--- config.mk ---
export PLATFORM = sky130hd
export DESIGN_NAME = reset_sequencer
export DESIGN_NICKNAME = d
export VERILOG_FILES = /design/src/rtl/reset_sequencer.sv
export SDC_FILE = /design/constraint.sdc
export NUM_CORES = 1
export LEC_CHECK = 0
export CAP_MARGIN = 20
export CORE_MARGIN = 3
export CORE_UTILIZATION = 30
export DETAILED_ROUTE_END_ITERATION = 10
export PLACE_DENSITY = 0.49
export SYNTH_ARGS = -nofsm -noshare
export SYNTH_HDL_FRONTEND = slang
export SYNTH_SLANG_ARGS = --single-unit
--- constraint.sdc ---
create_clock -name clk -period 2.6 [get_ports clk]
set_input_delay 0.39 -clock clk [delete_from_list [all_inputs] [get_ports clk]]
set_output_delay 0.39 -clock clk [all_outputs]
set_load 0.005 [all_outputs]
--- src/rtl/reset_sequencer.sv ---
// Board-level SoC reset controller: merges power-on reset, a debounced push-button
// and PLL lock into one asynchronously-asserted, synchronously-released, stretched reset.
module reset_sequencer #(
    parameter int unsigned DEBOUNCE_CYCLES = 500_000,
    parameter int unsigned STRETCH_CYCLES  = 1024
) (
    input  logic       clk,
    input  logic       rst_n,
    input  logic       btn_reset,
    input  logic       pll_locked,
    output logic       soc_rst_n,
    output logic [1:0] reset_cause,
    output logic [7:0] reset_count
);

    localparam int unsigned DW = $clog2(DEBOUNCE_CYCLES + 1);
    localparam int unsigned SW = $clog2(STRETCH_CYCLES + 1);
    localparam logic [DW-1:0] DTERM = DW'(DEBOUNCE_CYCLES - 1);
    localparam logic [SW-1:0] STERM = SW'(STRETCH_CYCLES - 1);

    localparam logic [1:0] CAUSE_POR  = 2'b00;
    localparam logic [1:0] CAUSE_BTN  = 2'b01;
    localparam logic [1:0] CAUSE_LOCK = 2'b10;

    typedef enum logic [1:0] {
        WAIT_LOCK,
        STRETCH,
        RUN
    } state_e;

    logic          btn_meta_q;
    logic          btn_sync_q;
    logic          lock_meta_q;
    logic          lock_sync_q;
    logic          btn_stable_q;
    logic          btn_stable_d;
    logic [DW-1:0] dcnt_q;
    logic [DW-1:0] dcnt_d;
    logic [SW-1:0] scnt_q;
    state_e        state_q;
    logic [1:0]    cause_q;
    logic [7:0]    count_q;
    logic          soc_rst_n_q;

    always_ff @(posedge clk or negedge rst_n) begin
        if (!rst_n) begin
            btn_meta_q  <= 1'b0;
            btn_sync_q  <= 1'b0;
            lock_meta_q <= 1'b0;
            lock_sync_q <= 1'b0;
        end else begin
            btn_meta_q  <= btn_reset;
            btn_sync_q  <= btn_meta_q;
            lock_meta_q <= pll_locked;
            lock_sync_q <= lock_meta_q;
        end
    end

    // Any return to the accepted level restarts the qualification window.
    always_comb begin
        btn_stable_d = btn_stable_q;
        dcnt_d       = '0;
        if (btn_sync_q != btn_stable_q) begin
            if (dcnt_q == DTERM) begin
                btn_stable_d = btn_sync_q;
            end else begin
                dcnt_d = dcnt_q + DW'(1);
            end
        end
    end

    always_ff @(posedge clk or negedge rst_n) begin
        if (!rst_n) begin
            btn_stable_q <= 1'b0;
            dcnt_q       <= '0;
        end else begin
            btn_stable_q <= btn_stable_d;
            dcnt_q       <= dcnt_d;
        end
    end

    // soc_rst_n_q mirrors (next state == RUN); it defaults low and is set only on RUN entry/stay.
    always_ff @(posedge clk or negedge rst_n) begin
        if (!rst_n) begin
            state_q     <= WAIT_LOCK;
            scnt_q      <= '0;
            cause_q     <= CAUSE_POR;
            count_q     <= '0;
            soc_rst_n_q <= 1'b0;
        end else begin
            soc_rst_n_q <= 1'b0;
            case (state_q)
                WAIT_LOCK: begin
                    if (lock_sync_q && !btn_stable_q) begin
                        state_q <= STRETCH;
                        scnt_q  <= '0;
                    end
                end
                STRETCH: begin
                    if (!lock_sync_q || btn_stable_q) begin
                        state_q <= WAIT_LOCK;
                    end else if (scnt_q == STERM) begin
                        state_q     <= RUN;
                        soc_rst_n_q <= 1'b1;
                    end else begin
                        scnt_q <= scnt_q + SW'(1);
                    end
                end
                RUN: begin
                    if (!lock_sync_q || btn_stable_q) begin
                        state_q <= WAIT_LOCK;
                        cause_q <= lock_sync_q ? CAUSE_BTN : CAUSE_LOCK;
                        if (count_q != 8'hFF) begin
                            count_q <= count_q + 8'd1;
                        end
                    end else begin
                        soc_rst_n_q <= 1'b1;
                    end
                end
                default: begin
                    state_q <= WAIT_LOCK;
                end
            endcase
        end
    end

    assign soc_rst_n   = soc_rst_n_q;
    assign reset_cause = cause_q;
    assign reset_count = count_q;

endmodule

== After elaboration in Yosys (flattened, before gate mapping) ==
Cells that the tools add are included.
Cells by class
  add/subtract/negate cells: 3
  equality and inequality tests: 11
  $mul: 0
  multiplexer cells: 16
  $lt $le $gt $ge: 0
  shift operators: 0
  div/mod/pow operators: 0
  reductions and logical operators: 11
  bitwise gates (word level): 0
Operators with widths (number)
  2-to-1 mux 19 bit: 2
  2-to-1 mux 11 bit: 3
  case mux 11 bit (2 select lines): 1
  adder 19 x 1 -> 19 bit, second input constant: 1
  equality test 19 bit, second input constant: 1
  adder 11 x 1 -> 11 bit, second input constant: 1
  equality test 11 x 10 -> 1 bit, second input constant: 1
  2-to-1 mux 2 bit: 5
  adder 8 x 1 -> 8 bit, second input constant: 1
  inequality test 2 bit, second input constant: 4
  inequality test 8 bit, second input constant: 1
  case mux 2 bit (3 select lines): 1
  AND reduction 3 bit: 2
  AND reduction 2 bit: 2
  AND reduction 4 bit: 1
  2-to-1 mux 1 bit: 3
  inequality test 3 bit, second input constant: 1
  equality test 2 x 1 -> 1 bit, second input constant: 1
  equality test 2 bit, second input constant: 1
  zero test 1 bit: 2
  zero test 2 bit: 1
  case mux 1 bit (2 select lines): 1
  nonzero test 2 bit: 1
  logical AND 1 bit: 1
  2 further kinds: 2
Word-level totals
  output and inout bits: 11
  register bits: 48
  memory bits (writable): 0
  logic and storage cells: 52
  bits in read-only memories: 0
  bits in latches: 0
  memories kept: 0

== Depth between registers and ports, before layout ==
Gate-level depths: netlist of run 1.
  word-level depth: 4
  depth in mapped cells: 6
  mapped depth without buffers: 6

== Worst setup path before layout of run 1 ==
OpenSTA, ideal clock, no wires.
  path kind: register -> register
  start point: register dcnt_q[15]
  end point: register dcnt_q[10]
  setup slack: 0.747 ns
  buffers on the path: 1
  cell stages (with the launch flop): 6
  clock period less this slack: 1.853 ns
  data arrival time: 1.734 ns
  cell sequence: dfrtp_1 -> nand3_1 -> or4b_1 -> o31ai_2 -> buf_4 -> nor2_1
Between the ends
  longest elaborated chain between the ends: 3
Ends and longest elaborated chain
  start, declared: line 37  | logic [DW-1:0] dcnt_q;
  start signal, assigned: line 78  | dcnt_q <= dcnt_d;
  equality test 19 bit: line 64  | if (dcnt_q == DTERM) begin
  2-to-1 mux 19 bit: line 64
  2-to-1 mux 19 bit: line 63  | if (btn_sync_q != btn_stable_q) begin
  via dcnt_d[10]: line 38  | logic [DW-1:0] dcnt_d;
The timed path passes the listed nets, and every way through them passes these cells.
A chain may end at the register's enable or synchronous reset.

== Final worst setup path of run 1 ==
  start point: register dcnt_q[15]
  end point: register dcnt_q[16]
Between the ends
  longest elaborated chain between the ends: 3
  elaborated cells between the ends (all ways): 4
  classes of those cells: add/sub: 1; eq/ne: 1; mux: 2
Ends and longest elaborated chain (line)
  adder 19 x 1 -> 19 bit / equality test 19 bit (equally long branches): 67, 64
  2-to-1 mux 19 bit (*): 64
  2-to-1 mux 19 bit (*): 63
  via dcnt_d[16]: 38
The timed path passes the listed nets; every way through them passes the cells marked *.

==> impl_summary.md, run 1 <==
Synthesis
The mapped netlist covers around 2400 µm². The count of synthesis-stage warnings from yosys is 0. The primary flip-flop cell chosen by synthesis mapping is sky130_fd_sc_hd__dfrtp_1. The most area-hungry cell type in the Yosys netlist is sky130_fd_sc_hd__dfrtp_1.

After synthesis the netlist holds a flip-flop and latch count of 48. The sequential share of the synthesized area is slightly below 50%. Of all flip-flops after synthesis, the portion carrying an async set or reset was 100%. The unique cell type count in the Yosys netlist is 45. After synthesis, the mean cell area works out to 9.87 µm². The number of enable-type register cells in the synthesized netlist is 0.

Synthesis produced a netlist with a net count of 256. The post-synthesis cell count is between 200 and 250. Ranked by total cell area, the synthesized netlist is headed by sky130_fd_sc_hd__dfrtp_1 50%, sky130_fd_sc_hd__xnor2_1 4.3%, sky130_fd_sc_hd__nor2_1 3.7%. After synthesis, the largest area contributor takes up between 40% and 50% of total cell area.

Place
During placement, the flow inserted port buffers numbering 14. Routability-driven placement finished with a final weighted congestion of 0.767. The area after detailed placement is 2680 µm². The worst setup timing slack at the placement stage is around 0.56 ns. The HPWL after detailed placement is 3.49 mm.

Setup path
The source of the critical timing path is dcnt_q[15]. The endpoint kind of the worst setup timing path is a register. The type of the setup path with the least slack is reg2reg. At the worst endpoint, the arrival time is 2.22 ns. The depth of the worst register-to-register path is 5. The endpoint required time on the critical path is about 2.8 ns. In this run the worst setup path terminates at dcnt_q[16]. The worst register-to-register path begins at dcnt_q[15]. STA classifies the critical path startpoint as a register.

The worst register-to-register path ends at dcnt_q[16]. In this run the worst path has a maximum fanout of 7. The worst register-to-register path has a setup slack of about 0.56 ns.

STA
The final setup violation count is 0. The headroom to the max-slew limit is 62.2%. Derived from the worst setup path, the maximum achievable clock frequency is about 490 MHz. The number of hold violations in the final report came to 0. The clock skew is between 0.01 and 0.015 ns. The final critical path takes up between 70% and 80% of the cycle. The transition time of the tightest slew-check pin is roughly 0.56 ns. Setup repair after global routing left no endpoint under its margin. The worst path meets setup with 0.560 ns of slack.

The final-report max-slew violation count is 0. For the final routed database, the setup TNS stands at 0 ns. The minimum period implied by the final worst setup slack is about 2.0 ns.

Die
The starting density of the core is a little under a third. The die covers 9180 µm². The number of core rows is 32.

In this run the count of I/O pins placed on the die edge is 15. In this run the horizontal extent of the chip is roughly 96 µm. The die height is ~96 µm. The core region is about 7800 µm².

Global route
For met3 alone, demand over resource in global routing was under 10%. The number of antenna violations at the first check in global routing is 0. Entering global routing, the biggest net connects 20 pins. The global-route usage over all layers is around 11%. The layer with the highest usage is met2. The overall overflow remaining after global route is 0. The via count of the first global-routing pass came to 1,697.

For met1 alone, demand over resource in global routing was approximately 15%. The global-route wire length before repair is roughly 8 mm. The met2 capacity usage during global routing is ~17%.

Clock tree
The maximum clock insertion buffer count is 2. The number of CTS-inserted buffers is 5. The number of H-tree branching levels is 2. Once the clock tree was built, the setup fixing pass inserted 0 buffers. The TritonCTS clock tree is built.

The later pin in the worst-skew pair is clocked with a latency of around 0.3 ns. The clock input transition at the sequential cells of the worst setup and hold paths is ~0.090 ns. The number of hold buffers added after CTS is 1. Once the clock tree was built, the resizer swapped 0 gates to a different size.

The CTS sink count is 48. The clock tree root buffer cell is sky130_fd_sc_hd__clkbuf_8.

Routing
The routed wirelength normalized by instance count is 13.2 µm. Dividing the detail-routed via count by the number of cells gives a little under 5. The routed via count is between 1,500 and 2,000. The first routing iteration left 98 violations. The first TritonRoute pass finished after 4 iterations. Wires add up to 4.82 mm. The residual DRC count is 0.

Once detail routing completed, the nets flagged for antenna violations numbered 0.

Pwr
The total net switching power is between 0.5 and 0.6 mW. The proportion of total power due to net switching is 29.6%. In this run the power density over the cells is slightly above 600 nW/µm². The combinational power share is about a fifth. The leakage power figure is ~1.1 nW. The clock network burns 27.9% of the power. IR analysis of the VDD net gives a maximum drop of between 200 and 250 µV. Internal power comes to roughly 1.2 mW. The share of total power dissipated in sequential elements is 51.9%.

Layout
In the final layout, the share of cells above drive strength 1 is about a tenth. The area overhead of the layout relative to synthesis is 15.1%. The final cell area excluding filler cells is roughly 2800 µm². The diode insertion count for antenna repair is 0. The net total in the final layout is about 270.

Worst hold path
The path class of the tightest hold or removal check is reg2reg.

Status
The run finished with clean final reports.

Job
Max-cap violations in this run came to 0.
-- worst min-delay path by stage --
stage	from	endpoint	cells past startpoint	slack, ns
finish	lock_meta_q	lock_sync_q	0	0.36
floorplan	rst_n	btn_meta_q	0	0.09
CTS	btn_meta_q	btn_sync_q	0	0.36
global placement	rst_n	scnt_q[10]	1	0.33
global route	btn_meta_q	btn_sync_q	0	0.36
detailed placement	rst_n	scnt_q[10]	1	0.33
-- cells in the mapped netlist, types with 2 or more instances --
master,number
sky130_fd_sc_hd__dfrtp_1,48
sky130_fd_sc_hd__nor2_1,24
sky130_fd_sc_hd__nand2_1,22
sky130_fd_sc_hd__a21oi_1,13
sky130_fd_sc_hd__xnor2_1,12
sky130_fd_sc_hd__nand3_1,11
sky130_fd_sc_hd__inv_1,10
sky130_fd_sc_hd__nand4_1,9
sky130_fd_sc_hd__o21ai_0,8
sky130_fd_sc_hd__ha_1,7
sky130_fd_sc_hd__nor3_1,7
sky130_fd_sc_hd__xor2_1,7
sky130_fd_sc_hd__clkbuf_1,6
sky130_fd_sc_hd__o31ai_1,6
sky130_fd_sc_hd__or4_1,6
sky130_fd_sc_hd__mux2i_1,4
sky130_fd_sc_hd__nand3b_1,4
sky130_fd_sc_hd__and3_1,3
sky130_fd_sc_hd__mux2_2,3
sky130_fd_sc_hd__nor4_1,3
sky130_fd_sc_hd__or3_2,3
sky130_fd_sc_hd__a31oi_1,2
sky130_fd_sc_hd__nor2b_1,2
sky130_fd_sc_hd__o211ai_1,2
sky130_fd_sc_hd__or2_2,2
sky130_fd_sc_hd__or3_1,2
-- sequential cells by signal, indices dropped and copies added, names as in the netlist --
register      flops
soc_rst_n         1
btn_meta_q        1
reset_cause       2
scnt_q           11
dcnt_q           19
btn_sync_q        1
reset_count       8
btn_stable_q      1
state_q           2
lock_meta_q       1
lock_sync_q       1
-- worst max-delay path, cell delays in order (launching register included) --
cell                      delay, ns
sky130_fd_sc_hd__dfrtp_1       0.40
sky130_fd_sc_hd__nand3_1       0.13
sky130_fd_sc_hd__or4b_1        0.53
sky130_fd_sc_hd__o31ai_2       0.56
sky130_fd_sc_hd__buf_4         0.25
sky130_fd_sc_hd__a21oi_1       0.05
-- power by group through the flow --
| stage | combinational, mW | clock [mW] | sequential, mW |
|---|---|---|---|
| detailed placement | 0.345 | 0 | 0.894 |
| global route | 0.390 | 0.524 | 0.896 |
| finish | 0.343 | 0.472 | 0.878 |
| CTS | 0.348 | 0.493 | 0.880 |
| global placement | 0.343 | 0 | 0.893 |
| floorplan | 0.213 | 0 | 0.883 |
-- cells in the final DEF (no fill, tap or decap), types with 2 or more instances in the layout --
| cell type | count |
|---|---|
| sky130_fd_sc_hd__or3_2 | 3 |
| sky130_fd_sc_hd__nor2b_1 | 2 |
| sky130_fd_sc_hd__o21ai_0 | 8 |
| sky130_fd_sc_hd__inv_1 | 10 |
| sky130_fd_sc_hd__nand2_1 | 22 |
| sky130_fd_sc_hd__mux2i_1 | 4 |
| sky130_fd_sc_hd__nand4_1 | 9 |
| sky130_fd_sc_hd__clkdlybuf4s50_1 | 13 |
| sky130_fd_sc_hd__xnor2_1 | 12 |
| sky130_fd_sc_hd__a31oi_1 | 2 |
| sky130_fd_sc_hd__nor4_1 | 3 |
| sky130_fd_sc_hd__clkbuf_8 | 6 |
| sky130_fd_sc_hd__or3_1 | 2 |
| sky130_fd_sc_hd__dfrtp_1 | 48 |
| sky130_fd_sc_hd__xor2_1 | 7 |
| sky130_fd_sc_hd__or4_1 | 6 |
| sky130_fd_sc_hd__ha_1 | 7 |
| sky130_fd_sc_hd__nand3b_1 | 4 |
| sky130_fd_sc_hd__and3_1 | 3 |
| sky130_fd_sc_hd__nand3_1 | 11 |
| sky130_fd_sc_hd__a21oi_1 | 13 |
| sky130_fd_sc_hd__or2_2 | 2 |
| sky130_fd_sc_hd__buf_4 | 4 |
| sky130_fd_sc_hd__o211ai_1 | 2 |
| sky130_fd_sc_hd__o31ai_1 | 6 |
| sky130_fd_sc_hd__nor2_1 | 24 |
| sky130_fd_sc_hd__nor3_1 | 7 |
| sky130_fd_sc_hd__clkinvlp_4 | 2 |
| sky130_fd_sc_hd__mux2_2 | 3 |
-- per-layer routing --
layer  part of all wire (%)  vias up
li1                       -      907
met4                    1.5        0
met2                     46       18
met3                    1.6        6
met1                     51      860
met5                      0        -
-- area by class of cell --
class / instances / area [µm²]
flip-flops and latches: 48 / 1200
clock buffers: 6 / 82.6
inverters: 10 / 37.5
fillers: 821 / 4980
repair buffers: 19 / 175
well taps: 102 / 128
clock inverters: 2 / 15.0
multi-input cells: 179 / 1140
-- cell families after synthesis --
group | Yosys count | synth area share [%]
AOI/OAI and AO/OA | 40 | 10.6
adders and majority gates | 7 | 3.62
muxes | 7 | 3.05
and+or+nand+nor | 106 | 23.2
xor gates and xnor gates | 19 | 6.88
DFF | 48 | 49.7
buffers and inverters | 18 | 3.00
-- per-stage QoR --
step / util (%) / hold slack, ns / total power [mW] / cells
floorplan: - / 0.0944 / 1.10 / 245
global route: 35.8 / 0.363 / 1.81 / 366
CTS: 35.8 / 0.359 / 1.72 / 366
detailed placement: 34.5 / 0.333 / 1.24 / 357
finish: 35.8 / 0.355 / 1.69 / 366
global placement: 34.5 / 0.332 / 1.24 / 357
Note: power is estimated with default switching activity, not from simulation.
==> run 2, diff against run 1 <==
- clock period: 2.6 -> 1.98 ns (I/O delays scaled with it)
==> impl_summary.md, run 2 (synthesis gave the netlist of run 1 again) <==
Pwr
The leakage power figure was 1.18 nW (was 1.11 nW). The cell area power density came to 815 nW/µm² (was 608 nW/µm²). The maximum ir drop on the vdd rail is 425 µV (was 229 µV). The total power after layout is 2.35 mW (was 1.69 mW).

Routing
The routed via count divided by cell count is 4.90 (was 4.89). The routed via count is 1,842 (was 1,791). The residual DRC count is 0 (unchanged). The count of antenna-violating nets left after detailed routing came to 0 (unchanged). The initial DRC count is 100 (was 98). The routed wirelength normalized by instance count is 12.9 µm (was 13.2 µm). The detailed-route wire length is 4.87 mm (was 4.82 mm).

The number of detailed-route iterations in the first pass is 4 (unchanged).

Place
The count of input and output buffers came to 14 (unchanged). The HPWL after detailed placement came to 3.56 mm (was 3.49 mm). The worst setup timing slack at the placement stage is 0.0490 ns (was 0.560 ns). The global placement routability congestion was 0.767 (about the same). The area after detailed placement is 2760 µm² (was 2680 µm²).

STA
The timing-limited maximum frequency is 535 MHz (was 490 MHz). The minimum period implied by the final worst setup slack was 1.87 ns (was 2.04 ns). The transition time of the tightest slew-check pin was 0.497 ns (was 0.564 ns). Setup repair after global routing missed its margin: no (unchanged). The clock skew is 0.00658 ns (was 0.0107 ns). The final setup violation count is 0 (unchanged). The headroom to the max-slew limit is 66.9% (was 62.2%). The number of hold violations in the final report is 0 (unchanged). The final-report max-slew violation count came to 0 (unchanged). The accumulated negative setup slack came to 0 ns (unchanged). The setup slack after layout is 0.111 ns (was 0.560 ns). The post-route clock period utilization was 94.4% (was 78.5%).

Setup path
The endpoint arrival time on the critical path came to 2.06 ns (was 2.22 ns). Critical-path cell list: inv_1 -> ha_1 -> or4b_2 -> o21ai_0 -> a21oi_1 -> mux2_2 (was nand3_1 -> or4b_1 -> o31ai_2 -> buf_4 -> a21oi_1). The endpoint required time on the critical path came to 2.17 ns (was 2.78 ns).

The worst stage delay on the critical path is 0.61 ns (was 0.56 ns). The source of the critical timing path is state_q[1] (was dcnt_q[15]). The critical path startpoint category was a register (unchanged).

The reg-to-reg startpoint is state_q[1] (was dcnt_q[15]). The type of the setup path with the least slack is reg2reg (unchanged). The buffers plus inverters on the worst setup path came to 1 (unchanged). The end of the worst register-to-register path is state_q[0] (was dcnt_q[16]). The maximum fanout count along the critical path is 6 (was 7). The endpoint kind of the worst setup timing path was a register (unchanged). The reg-to-reg setup timing slack came to 0.11 ns (was 0.56 ns).

The depth of the worst register-to-register path is 6 (was 5). The slowest library cell on the worst path was sky130_fd_sc_hd__or4b_2 (was sky130_fd_sc_hd__o31ai_2). The gate family responsible for the most delay along the worst path is simple AND/OR/NAND/NOR gates (unchanged).

Layout
The final cell area excluding filler cells was 2890 µm² (was 2780 µm²). The share of layout cells above drive strength 1 is 13.1% (was 9.47%). The area overhead of the layout relative to synthesis came to 19.5% (was 15.1%). The most frequent standard cell in the layout excluding fill and tap cells is sky130_fd_sc_hd__dfrtp_1 (unchanged). The flip-flop count of the largest register after layout was 19 (unchanged). The diode insertion count for antenna repair came to 0 (unchanged).

The net total in the final layout is 284 (was 274). Most used cells in the layout excluding fill and tap cells: 48 x sky130_fd_sc_hd__dfrtp_1, 24 x sky130_fd_sc_hd__nor2_1, 22 x sky130_fd_sc_hd__nand2_1 (was 48 x sky130_fd_sc_hd__dfrtp_1, 24 x sky130_fd_sc_hd__nor2_1, 22 x sky130_fd_sc_hd__nand2_1, 13 x sky130_fd_sc_hd__a21oi_1, 13 x sky130_fd_sc_hd__clkdlybuf4s50_1). The largest register by flop count is dcnt_q (unchanged).

Clock tree
The CTS sink count is 48 (unchanged). The maximum clock insertion buffer count is 2 (unchanged). The TritonCTS clock tree is built (unchanged).

The number of H-tree branching levels is 2 (unchanged). The number of CTS-inserted buffers is 5 (unchanged). The post-CTS setup buffer count is 0 (unchanged).

The clock tree root buffer cell was sky130_fd_sc_hd__clkbuf_8 (unchanged). The worst-skew pair later-pin latency is 0.30 ns (about the same). The clock input transition at the sequential cells of the worst setup and hold paths is 0.09 ns (about the same).

Die
The number of core rows is 32 (unchanged). The die height was 95.8 µm (unchanged). The core area is 7770 µm² (unchanged). The starting density of the core is 31.1% (unchanged).

The I/O pin count is 15 (unchanged). The die boundary width came to 95.8 µm (unchanged). The area enclosed by the die boundary is 9180 µm² (unchanged).

Worst hold path
The worst hold endpoint is btn_sync_q (was lock_sync_q). The number of cells on the worst hold path was 0 (unchanged). The kind of path behind the tightest hold check is reg2reg (unchanged).

The beginning of the worst hold path is btn_meta_q (was lock_meta_q).

Global route
The pin count of the biggest net entering global routing is 30 (was 20). The via count of the first global-routing pass was 1,773 (was 1,697). The global-route wire length before repair came to 8.35 mm (was 8.02 mm). The global-route usage over all layers came to 11.5% (was 11.2%).

The overall overflow remaining after global route is 0 (unchanged). The number of antenna violations at the first check in global routing is 0 (unchanged).

Status
Outcome: finished clean (unchanged).

Job
The total of max-cap violations is 0 (unchanged).
run 2: changes by cell type in the layout (fill, tap and decap cells not counted):
cell,delta
sky130_fd_sc_hd__bufinv_16,+1
sky130_fd_sc_hd__buf_12,+1
sky130_fd_sc_hd__buf_4,+9
sky130_fd_sc_hd__or4_1,-1
sky130_fd_sc_hd__or4_4,+1
sky130_fd_sc_hd__clkinv_2,+1
sky130_fd_sc_hd__clkbuf_8,-1
sky130_fd_sc_hd__clkinvlp_4,-1
run 2: cell type report:
type	count	area, µm²
timing repair buffer	29	263
clock buffer	5	68.8
sequential	48	1200
inverter	10	37.5
tap	102	128
fill	803	4880
clock inverter	3	42.5
multi-input combinational	179	1150
run 2: worst max path at each step:
stage | cells past startpoint | slack (ns) | endpoint
2_1_floorplan | 5 | 0.13 | dcnt_q[10]
3_3_place_gp | 4 | 0.13 | dcnt_q[17]
3_5_place_dp | 4 | 0.05 | dcnt_q[17]
4_1_cts | 4 | 0.03 | dcnt_q[17]
5_1_grt | 5 | 0.004 | dcnt_q[17]
6_report | 6 | 0.11 | state_q[0]
run 2: stage by stage:
stage,hold WS [ns],utilization [%],instances
after global placement,0.296,35.6,367
after CTS,0.360,37.1,376
after floorplan,0.00141,-,245
after detailed placement,0.297,35.6,367
after global routing,0.383,37.2,376
final,0.356,37.2,376
run 2: power by group:
| group | internal, mW | switching, mW | total (mW) |
|---|---|---|---|
| combinational | 0.244 | 0.245 | 0.488 |
| clock | 0.374 | 0.337 | 0.711 |
| sequential | 1.06 | 0.0911 | 1.15 |
| total | 1.68 | 0.673 | 2.35 |
run 2: per-layer routing:
| layer | vias up | routed length, µm | track usage [%] |
|---|---|---|---|
| li1 | 924 | - | - |
| met1 | 883 | 2420 | 15.6 |
| met2 | 30 | 2280 | 18.5 |
| met3 | 5 | 106 | 2.11 |
| met4 | 0 | 63 | 3.91 |
| met5 | - | 0 | 0 |
run 2: what timing repair did:
item,CTS,global route
hold endpoints to repair,19,0
setup endpoints to repair,0,3
hold buffers,1,0
gates resized for setup,0,1
run 2: worst reg2reg max path: stages (launching register included):
cell                      delay, ns
sky130_fd_sc_hd__dfrtp_1       0.39
sky130_fd_sc_hd__inv_1         0.09
sky130_fd_sc_hd__ha_1          0.24
sky130_fd_sc_hd__or4b_2        0.61
sky130_fd_sc_hd__o21ai_0       0.09
sky130_fd_sc_hd__a21oi_1       0.06
sky130_fd_sc_hd__mux2_2        0.28
